$ cat config.mk
export PLATFORM = sky130hd
export DESIGN_NAME = rsa_modexp_core_flat
export DESIGN_NICKNAME = d
export VERILOG_FILES = /design/src/rtl/rsa_pkg.sv /design/src/rtl/rsa_modexp_core_if.sv /design/src/rtl/rsa_modmul.sv /design/src/rtl/rsa_modexp_core.sv /design/src/flat_wrapper.sv
export SDC_FILE = /design/constraint.sdc
export NUM_CORES = 1
export LEC_CHECK = 0
export ABC_CLOCK_PERIOD_IN_PS = 7500
export CAP_MARGIN = 20
export CORE_MARGIN = 3
export CORE_UTILIZATION = 40
export DETAILED_ROUTE_END_ITERATION = 16
export PLACE_DENSITY = 0.7
export SKIP_CTS_REPAIR_TIMING = 1
export SYNTH_ARGS = -nofsm -noshare
export SYNTH_HDL_FRONTEND = slang
export SYNTH_SLANG_ARGS = --single-unit
$ cat constraint.sdc
create_clock -name clk -period 7.5 [get_ports clk]
set_clock_uncertainty 0.1 [all_clocks]
set_input_delay 1.5 -clock clk [delete_from_list [all_inputs] [get_ports clk]]
set_output_delay 1.5 -clock clk [all_outputs]
set_load 0.02 [all_outputs]
$ cat src/rtl/rsa_pkg.sv
// Shared state encoding and default operand width for the RSA
// modular exponentiation core and its modular multiplier.
package rsa_pkg;

    localparam int RSA_WIDTH = 32;

    typedef enum logic [1:0] {
        IDLE,
        MUL,
        UPDATE,
        DONE
    } state_t;

endpackage

$ cat src/rtl/rsa_modexp_core_if.sv
// Request/result bundle of the modular exponentiation core.
// The requester owns the operands and start; the core owns status and result.
interface rsa_modexp_core_if
    import rsa_pkg::*;
#(
    parameter int WIDTH = RSA_WIDTH
);

    logic             start;
    logic [WIDTH-1:0] msg;
    logic [WIDTH-1:0] exp;
    logic [WIDTH-1:0] modulus;
    logic             busy;
    logic             done;
    logic [WIDTH-1:0] result;
    logic             err;

    modport master (
        output start, msg, exp, modulus,
        input  busy, done, result, err
    );

    modport slave (
        input  start, msg, exp, modulus,
        output busy, done, result, err
    );

endinterface

$ cat src/rtl/rsa_modmul.sv
// Bit-serial interleaved modular multiplier: product = a*b mod n after WIDTH
// steps, consuming the multiplier b MSB first. Requires a < n.
module rsa_modmul
    import rsa_pkg::*;
#(
    parameter int WIDTH = RSA_WIDTH
) (
    input  logic             clk,
    input  logic             reset_n,
    input  logic             load,
    input  logic             step,
    input  logic [WIDTH-1:0] a,
    input  logic [WIDTH-1:0] b,
    input  logic [WIDTH-1:0] n,
    output logic [WIDTH-1:0] product
);

    logic [WIDTH-1:0] p;
    logic [WIDTH-1:0] a_r;
    logic [WIDTH-1:0] b_r;
    logic [WIDTH-1:0] n_r;
    logic [WIDTH:0]   dbl;
    logic [WIDTH:0]   red1;
    logic [WIDTH:0]   sum;
    logic [WIDTH:0]   red2;

    // One extra bit keeps 2P and P+a (both below 2n) from overflowing.
    always_comb begin
        dbl  = {p, 1'b0};
        red1 = (dbl >= {1'b0, n_r}) ? dbl - {1'b0, n_r} : dbl;
        sum  = b_r[WIDTH-1] ? red1 + {1'b0, a_r} : red1;
        red2 = (sum >= {1'b0, n_r}) ? sum - {1'b0, n_r} : sum;
    end

    // NOTE: registers use non-blocking assignments so every flop samples
    // pre-edge values; blocking here would create order-dependent races.
    always_ff @(posedge clk or negedge reset_n) begin
        if (!reset_n) begin
            p   <= '0;
            a_r <= '0;
            b_r <= '0;
            n_r <= '0;
        end else if (load) begin
            p   <= '0;
            a_r <= a;
            b_r <= b;
            n_r <= n;
        end else if (step) begin
            p   <= red2[WIDTH-1:0];
            b_r <= b_r << 1;
        end
    end

    assign product = p;

endmodule

$ cat src/rtl/rsa_modexp_core.sv
// Constant-time right-to-left square-and-multiply M^e mod n, built from two
// bit-serial modular multipliers running in lock step (acc*base, base*base).
module rsa_modexp_core
    import rsa_pkg::*;
#(
    parameter int WIDTH = RSA_WIDTH
) (
    input logic               clk,
    input logic               reset_n,
    rsa_modexp_core_if.slave  bus
);

    localparam int               IDX_W = $clog2(WIDTH);
    localparam logic [IDX_W-1:0] LAST  = IDX_W'(WIDTH - 1);

    state_t           state;
    state_t           state_next;
    logic [WIDTH-1:0] exp_r;
    logic [WIDTH-1:0] mod_r;
    logic [WIDTH-1:0] acc;
    logic [WIDTH-1:0] base;
    logic [IDX_W-1:0] bit_idx;
    logic [IDX_W-1:0] cnt;
    logic [WIDTH-1:0] result_r;
    logic             err_r;

    logic             operands_ok;
    logic [WIDTH-1:0] acc_prod;
    logic [WIDTH-1:0] sq_prod;
    logic [WIDTH-1:0] acc_next;
    logic [WIDTH-1:0] base_next;
    logic             mul_load;
    logic             mul_step;
    logic [WIDTH-1:0] ld_acc;
    logic [WIDTH-1:0] ld_base;
    logic [WIDTH-1:0] ld_n;

    assign operands_ok = (bus.modulus >= WIDTH'(2)) && (bus.msg < bus.modulus);
    assign acc_next    = exp_r[bit_idx] ? acc_prod : acc;
    assign base_next   = sq_prod;

    // NOTE: every output of this block gets a default first, so no path can
    // leave a signal unassigned and infer a latch.
    always_comb begin
        state_next = state;
        mul_load   = 1'b0;
        mul_step   = 1'b0;
        ld_acc     = acc_next;
        ld_base    = base_next;
        ld_n       = mod_r;
        case (state)
            IDLE: begin
                if (bus.start) begin
                    if (operands_ok) begin
                        state_next = MUL;
                        mul_load   = 1'b1;
                        ld_acc     = WIDTH'(1);
                        ld_base    = bus.msg;
                        ld_n       = bus.modulus;
                    end else begin
                        state_next = DONE;
                    end
                end
            end
            MUL: begin
                mul_step = 1'b1;
                if (cnt == LAST) state_next = UPDATE;
            end
            UPDATE: begin
                if (bit_idx == LAST) begin
                    state_next = DONE;
                end else begin
                    state_next = MUL;
                    mul_load   = 1'b1;
                end
            end
            DONE:    state_next = IDLE;
            default: state_next = IDLE;
        endcase
    end

    always_ff @(posedge clk or negedge reset_n) begin
        if (!reset_n) begin
            state    <= IDLE;
            exp_r    <= '0;
            mod_r    <= '0;
            acc      <= '0;
            base     <= '0;
            bit_idx  <= '0;
            cnt      <= '0;
            result_r <= '0;
            err_r    <= 1'b0;
        end else begin
            state <= state_next;
            case (state)
                IDLE: begin
                    if (bus.start) begin
                        exp_r    <= bus.exp;
                        mod_r    <= bus.modulus;
                        acc      <= WIDTH'(1);
                        base     <= bus.msg;
                        bit_idx  <= '0;
                        cnt      <= '0;
                        result_r <= '0;
                        err_r    <= !operands_ok;
                    end
                end
                MUL: cnt <= (cnt == LAST) ? '0 : cnt + 1'b1;
                UPDATE: begin
                    acc     <= acc_next;
                    base    <= base_next;
                    bit_idx <= bit_idx + 1'b1;
                    if (bit_idx == LAST) result_r <= acc_next;
                end
                default: ;
            endcase
        end
    end

    rsa_modmul #(.WIDTH(WIDTH)) u_mul_acc (
        .clk     (clk),
        .reset_n (reset_n),
        .load    (mul_load),
        .step    (mul_step),
        .a       (ld_acc),
        .b       (ld_base),
        .n       (ld_n),
        .product (acc_prod)
    );

    rsa_modmul #(.WIDTH(WIDTH)) u_mul_sq (
        .clk     (clk),
        .reset_n (reset_n),
        .load    (mul_load),
        .step    (mul_step),
        .a       (ld_base),
        .b       (ld_base),
        .n       (ld_n),
        .product (sq_prod)
    );

    assign bus.busy   = (state != IDLE);
    assign bus.done   = (state == DONE);
    assign bus.result = result_r;
    assign bus.err    = err_r;

endmodule

$ cat src/flat_wrapper.sv
// flat-port wrapper written by rule: the top's interface ports become plain ports
module rsa_modexp_core_flat import rsa_pkg::*;
#(
    parameter int WIDTH = RSA_WIDTH
)
  (clk, reset_n, bus_start, bus_msg, bus_exp, bus_modulus, bus_busy, bus_done, bus_result, bus_err);
  rsa_modexp_core_if #(.WIDTH(WIDTH)) bus_i ();
  input logic clk;
  input logic reset_n;
  input wire logic [$bits(bus_i.start)-1:0] bus_start;
  input wire logic [$bits(bus_i.msg)-1:0] bus_msg;
  input wire logic [$bits(bus_i.exp)-1:0] bus_exp;
  input wire logic [$bits(bus_i.modulus)-1:0] bus_modulus;
  output wire logic [$bits(bus_i.busy)-1:0] bus_busy;
  output wire logic [$bits(bus_i.done)-1:0] bus_done;
  output wire logic [$bits(bus_i.result)-1:0] bus_result;
  output wire logic [$bits(bus_i.err)-1:0] bus_err;
  assign bus_i.start = bus_start;
  assign bus_i.msg = bus_msg;
  assign bus_i.exp = bus_exp;
  assign bus_i.modulus = bus_modulus;
  assign bus_busy = bus_i.busy;
  assign bus_done = bus_i.done;
  assign bus_result = bus_i.result;
  assign bus_err = bus_i.err;
  rsa_modexp_core #(.WIDTH(WIDTH)) u_core (.clk(clk), .reset_n(reset_n), .bus(bus_i));
endmodule
Yosys cells after proc, flatten, opt, wreduce, memory -nomap -nowiden

Index checks and enable logic that the tools add are counted.

Equality and inequality tests: 8
Muxes and demuxes: 45
Magnitude comparators: 7
Reduce and logical (&&, ||, !) cells: 12
Add/sub/neg operators: 8

Operators by type and width:

| kind                | number |
|---|---|
| $mux 32             | 23 |
| $ge 33x32->1        | 4 |
| $mux 33             | 4 |
| $pmux 32 s2         | 2 |
| $add 33x32->33      | 2 |
| $sub 33x32->33      | 2 |
| $sub 32x32->32      | 2 |
| $ge 32x2->1 const B | 1 |
| $lt 32x32->1        | 1 |
| $pmux 5 s2          | 2 |
| $add 5x1->5 const B | 2 |
| $eq 5x5->1 const B  | 2 |
| $mux 5              | 2 |
| $mux 2              | 4 |
| $pmux 2 s4          | 1 |
| $reduce_and 2->1    | 4 |
| $reduce_bool 2->1   | 4 |
| $lt 5x6->1 const B  | 1 |
| $bmux 1 s5          | 1 |
| $mux 1              | 5 |
| $eq 2x2->1 const B  | 2 |
| $ne 2x1->1 const B  | 2 |
| $reduce_and 3->1    | 1 |
| $eq 2x1->1 const B  | 1 |
| other kinds (5)     | 5 |

Register bits after elaboration: 365
Word-level logic and storage cells: 95
Bits of input ports: 99

Depth between registers and ports, before layout

Gate-level depths: netlist of run 1.

Word-level depth: 8
Gate-level depth with buffers: 39
Mapped depth without buffers: 34

Modules after synthesis

Synthesis of run 1 repeated with hierarchy kept, for this count alone.

Cells, all modules: 3456
Area, all modules: 30529.3 um^2

By module, submodules not included:

| module                        | area each (um^2) | seq. area each (um^2) | cells an instance | times used |
|---|---|---|---|---|
| rsa_modmul (u_core.u_mul_sq)  | 11676.2          | 3203.1                | 1365              | 1 |
| rsa_modmul (u_core.u_mul_acc) | 11217.0          | 3203.1                | 1315              | 1 |
| rsa_modexp_core               | 7636.1           | 3528.4                | 776               | 1 |

Worst setup path before layout of run 1

No wires, ideal clock.

Path kind: reg-to-reg
Start point: register u_core.u_mul_acc.n_r[1]
End point: register u_core.u_mul_acc.p[2], in the netlist u_core.u_mul_acc.product[2]
Data arrival time: 7652 ps
Slack: -391 ps
Path buffers: 4
Clock period less this slack: 7891 ps
Stages on the path, launching flop included: 37
Library setup time: 139 ps
Cell sequence: dfrtp_1 > inv_1 > ha_1 > nor2b_1 > o21bai_1 > a21oi_1 > o21ai_1 > a31oi_1 > a311oi_2 > clkbuf_1 > clkbuf_1 > nor2_1 > ha_1 > fa_1 > a211oi_2 > nor4_1 > or2_1 > o41ai_4 > o41a_2 > o21ai_0 > a21oi_1 > xor2_1 > a21oi_1 > ha_1 > and2_1 > and4_1 > nand3_1 > nor3_1 > a2111oi_0 > nand3_1 > a211o_1 > a31oi_1 > a21bo_1 > buf_6 > buf_4 > nand2_1 > o221ai_1

Cells in the longest elaborated chain, start to end: 8

RTL lines:

| item                                           | RTL line         | text |
|---|---|---|
| start, declared                                | rsa_modmul.sv:21 | `logic [WIDTH-1:0] n_r;` |
| start signal, assigned                         | rsa_modmul.sv:47 | `n_r <= n;` |
| $sub 33x32->33 or $ge 33x32->1 (tied branches) | rsa_modmul.sv:30 | `red1 = (dbl >= {1'b0, n_r}) ? dbl - {1'b0, n_r} : dbl;` |
| $mux 33                                        | rsa_modmul.sv:30 |  |
| $add 33x32->33                                 | rsa_modmul.sv:31 | `sum = b_r[WIDTH-1] ? red1 + {1'b0, a_r} : red1;` |
| $mux 33                                        | rsa_modmul.sv:31 |  |
| $sub 32x32->32 or $ge 33x32->1 (tied branches) | rsa_modmul.sv:32 | `red2 = (sum >= {1'b0, n_r}) ? sum - {1'b0, n_r} : sum;` |
| $mux 32 (*)                                    | rsa_modmul.sv:32 |  |
| $mux 32 (*)                                    | rsa_modmul.sv:48 | `end else if (step) begin` |
| $mux 32 (*)                                    | rsa_modmul.sv:43 | `end else if (load) begin` |
| end signal, assigned                           | rsa_modmul.sv:49 | `p <= red2[WIDTH-1:0];` |
| end, declared                                  | rsa_modmul.sv:18 | `logic [WIDTH-1:0] p;` |

Every way passes the cells marked *; elsewhere a longest branch is shown, timed or not. The select of a mux whose other input is x is not followed.
A chain may end at the register's enable or synchronous reset.

==> results of run 1 <==
## final timing paths
path / startpoint / endpoint / slack (ns) / depth (start not counted)
min in group asynchronous: reset_n / u_core.exp_r[25]$_DFFE_PN0P_ / 0.78 / 1
max in group asynchronous: reset_n / u_core.mod_r[1]$_DFFE_PN0P_ / 5.13 / 2
min reg2reg: u_core.bus.result[24]$_DFFE_PN0P_ / u_core.bus.result[24]$_DFFE_PN0P_ / 0.38 / 2
min: u_core.bus.result[24]$_DFFE_PN0P_ / u_core.bus.result[24]$_DFFE_PN0P_ / 0.38 / 2
max: u_core.u_mul_acc.n_r[18]$_DFFE_PN0P_ / u_core.u_mul_sq.product[1]$_DFFE_PN0P_ / 0.0004 / 38
max reg2reg: u_core.u_mul_acc.n_r[18]$_DFFE_PN0P_ / u_core.u_mul_sq.product[1]$_DFFE_PN0P_ / 0.0004 / 38
## per-stage QoR
stage               instances  utilization, %
finish                   4662            55.7
global route             4661            55.7
CTS                      4605            52.5
detailed placement       4532            50.3
global placement         4532            50.3
floorplan                3123               -
## sequential cells by signal (all words and copies together) (netlist names)
register	cells
u_core.u_mul_sq.a_r	32
u_core.u_mul_acc.a_r	32
u_core.cnt	5
u_core.mod_r	32
u_core.exp_r	32
u_core.acc	32
u_core.u_mul_sq.b_r	32
u_core.u_mul_acc.n_r	32
u_core.u_mul_acc.product	32
u_core.bit_idx	5
u_core.u_mul_sq.product	32
u_core.bus.err	1
u_core.state	2
u_core.bus.result	32
## cell usage in the layout (no fill, tap or decap), types with 33 or more instances in the layout
cell type	count
o31ai_1	44
nand3_1	54
a21o_1	99
o21ai_1	57
inv_1	92
ha_4	43
xnor2_1	92
xor2_1	68
ha_1	181
mux2i_1	148
buf_4	582
mux2_2	37
nand4_1	38
dfrtp_1	331
nand2_1	490
clkdlybuf4s50_1	132
clkbuf_16	44
o21ai_0	192
nor2_1	173
a22o_1	33
and3_1	54
a21oi_1	212
## per-layer routing
metal | share of wire [%] | routed length (um) | track usage [%]
met4 | 3.5 | 3250 | 7.69
met3 | 6.2 | 5720 | 2.82
met5 | 0 | 0 | 0
met2 | 47 | 43200 | 40.8
met1 | 44 | 40600 | 34.7
## synthesized netlist by cell type, types with 58 or more instances
| cell type | number | area [sq um] |
|---|---|---|
| a21o_1 | 100 | 751 |
| a21oi_1 | 250 | 1250 |
| and3_1 | 58 | 363 |
| clkbuf_1 | 122 | 458 |
| dfrtp_1 | 333 | 8330 |
| ha_1 | 227 | 2840 |
| inv_1 | 108 | 405 |
| mux2i_1 | 151 | 1510 |
| nand2_1 | 497 | 1870 |
| nand3_1 | 61 | 305 |
| nor2_1 | 189 | 709 |
| o21ai_0 | 208 | 1040 |
| xnor2_1 | 92 | 806 |
| xor2_1 | 68 | 596 |
## layout make-up
class | count | area, sq um | area share, %
multi-input cells | 2537 | 18500 | 51.3
clock inverters | 23 | 299 | 0.828
clock buffers | 50 | 1120 | 3.10
well taps | 855 | 1070 | 2.96
inverters | 108 | 405 | 1.12
diodes | 1 | 2.50 | 0.00693
repair buffers | 755 | 6350 | 17.6
flip-flops and latches | 333 | 8340 | 23.1
## worst max-delay path, delay by kind of cell, from the launching register on
kind            cells  cell delay, ns
compound gates     15            2.40
buf+inv            13            2.09
fa+ha+maj           3            0.99
mux                 2            0.69
simple gates        4            0.64
flops               1            0.36
xor+xnor            1            0.11
## cell families after synthesis
| family | count (synthesis) | synth area share, % |
|---|---|---|
| buffers and inverters | 254 | 3.78 |
| AOI/OAI and AO/OA | 932 | 22.7 |
| xor gates and xnor gates | 160 | 5.32 |
| adders and majority gates | 233 | 11.2 |
| muxes | 207 | 8.30 |
| DFF | 333 | 31.6 |
| and+or+nand+nor | 1004 | 17.0 |
==> impl_metrics.csv, run 1 <==
group,metric,value,unit
outcome,status,"finished clean",
cts,clk_latency,0.58,ns
critical_path,critPathMaxFanout,8,
floorplanning,start_util,40.7,%
global_route,grt.total_usage,25.0,%
floorplanning,rows,93,
global_route,grt_max_degree,147,
cells_and_area,fill_cells,5652,
floorplanning,io_pins,134,
critical_path,cp_data_arrival_time,7.90,ns
critical_path,crit_top_cell,"buf_4",
critical_path,cp_slowest_stage_delay,0.38,ns
cts,clockBufferDepth,3,
place,place_hpwl,68.4,mm
global_route,overflow,0,
yosys,synthCells,3123,
place,routabilityCongestion,0.962,
timing,fin_crit_sh,100,%
critical_path,crit_path_start_kind,"register",
yosys,yosys_most_used_dff,"dfrtp_1",
yosys,synth_edf_count,0,
cts,clock-sinks,333,
yosys,syn_nets,3455,
yosys,yosysWarnings,0,
global_route,antenna_found_initial,2,
route,first_pass_iters,8,
route,viasPerCell,5.66,
cells_and_area,area_growth,37.0,%
job,drv_cap,0,
cts,clk_pin_slew,0.06,ns
place,place_area,0.0326,sq mm
route,vias,26400,
timing,fin_ws,0.000438,ns
cts,htree_levels,2,
yosys,synth_cell_types,87,
route,drc,0,
yosys,async_reset_ff_share,100,%
critical_path,cp_data_required_time,7.90,ns
place,io_buffers,133,
yosys,avgSynthCellArea,8.44,sq um
yosys,synth-seq-cells,333,
critical_path,cpMaxStageDelayCell,"ha_1",
timing,hold_ws,0.375,ns
timing,period_minus_slack,7.50,ns
cells_and_area,drive_above_1_share,25.8,%
cells_and_area,final_nets,4107,
timing,rsz0062_at_grt,"yes",
critical_path,end_kind,"register",
yosys,synth_area,0.0264,sq mm
route,drt_wl_total,92.8,mm
min_path,holdCritPathClass,"register to register",
timing,relSlewSlack,30.9,%
floorplanning,dieWidth,263,um
route,wire_per_inst,19.9,um
timing,fin_setup_tns,0,ns
cells_and_area,finalInstanceArea,0.0361,sq mm
route,drt_iter0_drc,2311,
timing,fmaxAchievable,0.133,GHz
timing,hold_viol_final,0,
timing,setup-violations-final,0,
place,place_ws,-0.848,ns
cts,tritoncts,"done",
critical_path,criticalPathCategory,"register to register",
cts,clockRootBuffer,"clkbuf_16",
global_route,grt_pass1_vias,25200,
route,ant_nets,0,
global_route,grt_pass1_wl,139,mm
floorplanning,core_area,0.0648,sq mm
timing,slew_violations,0,
yosys,ys_seq_area_share,31.6,%
timing,worst_pin_slew,1.03,ns
floorplanning,die_y,263,um
cts,cts_buffers,40,
floorplanning,dieArea,0.0690,sq mm
Power of run 1 is left out: the tool's default activity adds up to more than one toggle a clock period on the data nets, which glitch-free logic cannot reach.
==> run 2: changes to the inputs <==
ABC_CLOCK_PERIOD_IN_PS = 6400   (was 7500)
clock period = 6.4 ns   (was 7.5 ns; I/O delays follow)
==> run 2 against run 1 <==
Net effect: the flow now finishes with violations (negative setup slack); setup slack worse by 1.1 ns; cell area is 2.1% higher; register-to-register slack worse by 1.1 ns; sequential share of layout area is 0.48 points lower; clock-buffer cell count is 9 higher; critical path depth is 2 lower; critical path type unchanged; highest routed layer is now met5.
==> impl_metrics.csv, run 2 (synthesis gave the netlist of run 1 again) <==
group,metric,value,unit
outcome,status,"finished with violations",
outcome,violations,"negative setup slack",
timing,worst_pin_slew,0.970,ns
timing,period_minus_slack,7.46,ns
cts,htree_levels,2,
critical_path,r2r_setup_slack,-1.06,ns
job,drv_cap,0,
min_path,worstHoldStart,"u_core.exp_r[30]$_DFFE_PN0P_",
cts,clk_pin_slew,0.06,ns
place,routabilityCongestion,0.986,
critical_path,cp_slowest_stage_delay,0.43,ns
critical_path,crit_top_cell,"buf_4",
timing,rsz0062_at_grt,"yes",
cts,cts_buffers,42,
route,drc,0,
timing,hold_viol_final,0,
critical_path,crit_path_start_kind,"register",
timing,setup-violations-final,64,
floorplanning,rows,93,
cts,clockRootBuffer,"clkbuf_16",
global_route,grt_max_degree,117,
critical_path,critPathMaxFanout,5,
critical_path,cp_data_required_time,6.80,ns
global_route,grt.total_usage,25.4,%
timing,relSlewSlack,34.7,%
route,vias,27000,
cells_and_area,final_cell_mix,"buf_4 (690), nand2_1 (494), dfrtp_1 (331)",
global_route,overflow,0,
global_route,grt_pass1_vias,26000,
floorplanning,core_area,0.0648,sq mm
critical_path,criticalPathCategory,"register to register",
route,ant_nets,0,
floorplanning,die_y,263,um
place,io_buffers,133,
min_path,hold_path_end,"u_core.exp_r[30]$_DFFE_PN0P_",
cells_and_area,drive_above_1_share,27.3,%
min_path,hold_path_depth,2,
route,first_pass_iters,5,
place,place_hpwl,70.9,mm
critical_path,reg2reg_to,"u_core.u_mul_acc.product[1]$_DFFE_PN0P_",
cts,clock-sinks,333,
min_path,holdCritPathClass,"register to register",
cells_and_area,final_common_cell,"buf_4",
route,drt_iter0_drc,2248,
global_route,antenna_found_initial,3,
cts,clk_latency,0.59,ns
route,wire_per_inst,19.9,um
timing,slew_violations,0,
critical_path,reg2reg_from,"u_core.u_mul_acc.n_r[1]$_DFFE_PN0P_",
floorplanning,dieWidth,263,um
cts,tritoncts,"done",
critical_path,cp_data_arrival_time,7.86,ns
timing,fin_setup_tns,-63.04,ns
floorplanning,dieArea,0.0690,sq mm
route,viasPerCell,5.65,
critical_path,reg2reg_depth,36,
cells_and_area,area_growth,39.9,%
floorplanning,io_pins,134,
critical_path,cpMaxStageDelayCell,"o41ai_4",
cells_and_area,final_nets,4219,
global_route,grt_pass1_wl,142,mm
critical_path,end_kind,"register",
floorplanning,start_util,40.7,%
timing,fin_crit_sh,117,%
cells_and_area,post-route-util,56.9,%
timing,fin_ws,-1.06,ns
place,place_ws,-1.25,ns
route,drt_wl_total,95.3,mm
cts,clockBufferDepth,3,
timing,fmaxAchievable,0.134,GHz
[run 2: per-stage QoR]
stage,std cells,hold WS [ns],area [sq um]
finish,4775,0.374,36900
global route,4774,0.394,36900
CTS,4719,0.377,35100
detailed placement,4643,0.362,33600
global placement,4643,0.354,33600
floorplan,3123,0.337,26600
[run 2: critical path: cells and delay by family (launching register included)]
| kind | cells | cell delay, ns |
|---|---|---|
| AOI/OAI and AO/OA | 14 | 3.20 |
| xor gates and xnor gates | 1 | 0.16 |
| adders and majority gates | 4 | 1.05 |
| buffers and inverters | 8 | 1.11 |
| DFF | 1 | 0.41 |
| muxes | 1 | 0.30 |
| and+or+nand+nor | 8 | 1.02 |
[run 2: worst max-delay path by stage]
stage,depth (start not counted),to,start
global route,36,u_core.u_mul_acc.product[1]$_DFFE_PN0P_,u_core.u_mul_acc.n_r[19]$_DFFE_PN0P_
finish,36,u_core.u_mul_acc.product[1]$_DFFE_PN0P_,u_core.u_mul_acc.n_r[1]$_DFFE_PN0P_
global placement,34,u_core.u_mul_acc.product[29]$_DFFE_PN0P_,u_core.u_mul_acc.n_r[3]$_DFFE_PN0P_
detailed placement,35,u_core.u_mul_acc.product[1]$_DFFE_PN0P_,u_core.u_mul_acc.n_r[3]$_DFFE_PN0P_
CTS,35,u_core.u_mul_acc.product[25]$_DFFE_PN0P_,u_core.u_mul_acc.n_r[3]$_DFFE_PN0P_
floorplan,35,u_core.u_mul_acc.product[30]$_DFFE_PN0P_,u_core.u_mul_acc.product[5]$_DFFE_PN0P_
[run 2: layer usage]
metal,vias to the layer above,GRT usage [%],wire (um)
met4,4,9.12,4440
met1,13000,34.3,40800
met5,-,0,32
met2,909,41.8,44000
met3,223,3.25,5980
li1,12800,-,-
[run 2: area by class of cell]
class	instances	area [sq um]
clock inverters	17	208
clock buffers	59	1210
fillers	5524	27900
multi-input cells	2537	18400
flip-flops and latches	333	8340
repair buffers	865	7250
diodes	1	2.50
inverters	108	408
well taps	855	1070
Power of run 2 is left out for the same reason.
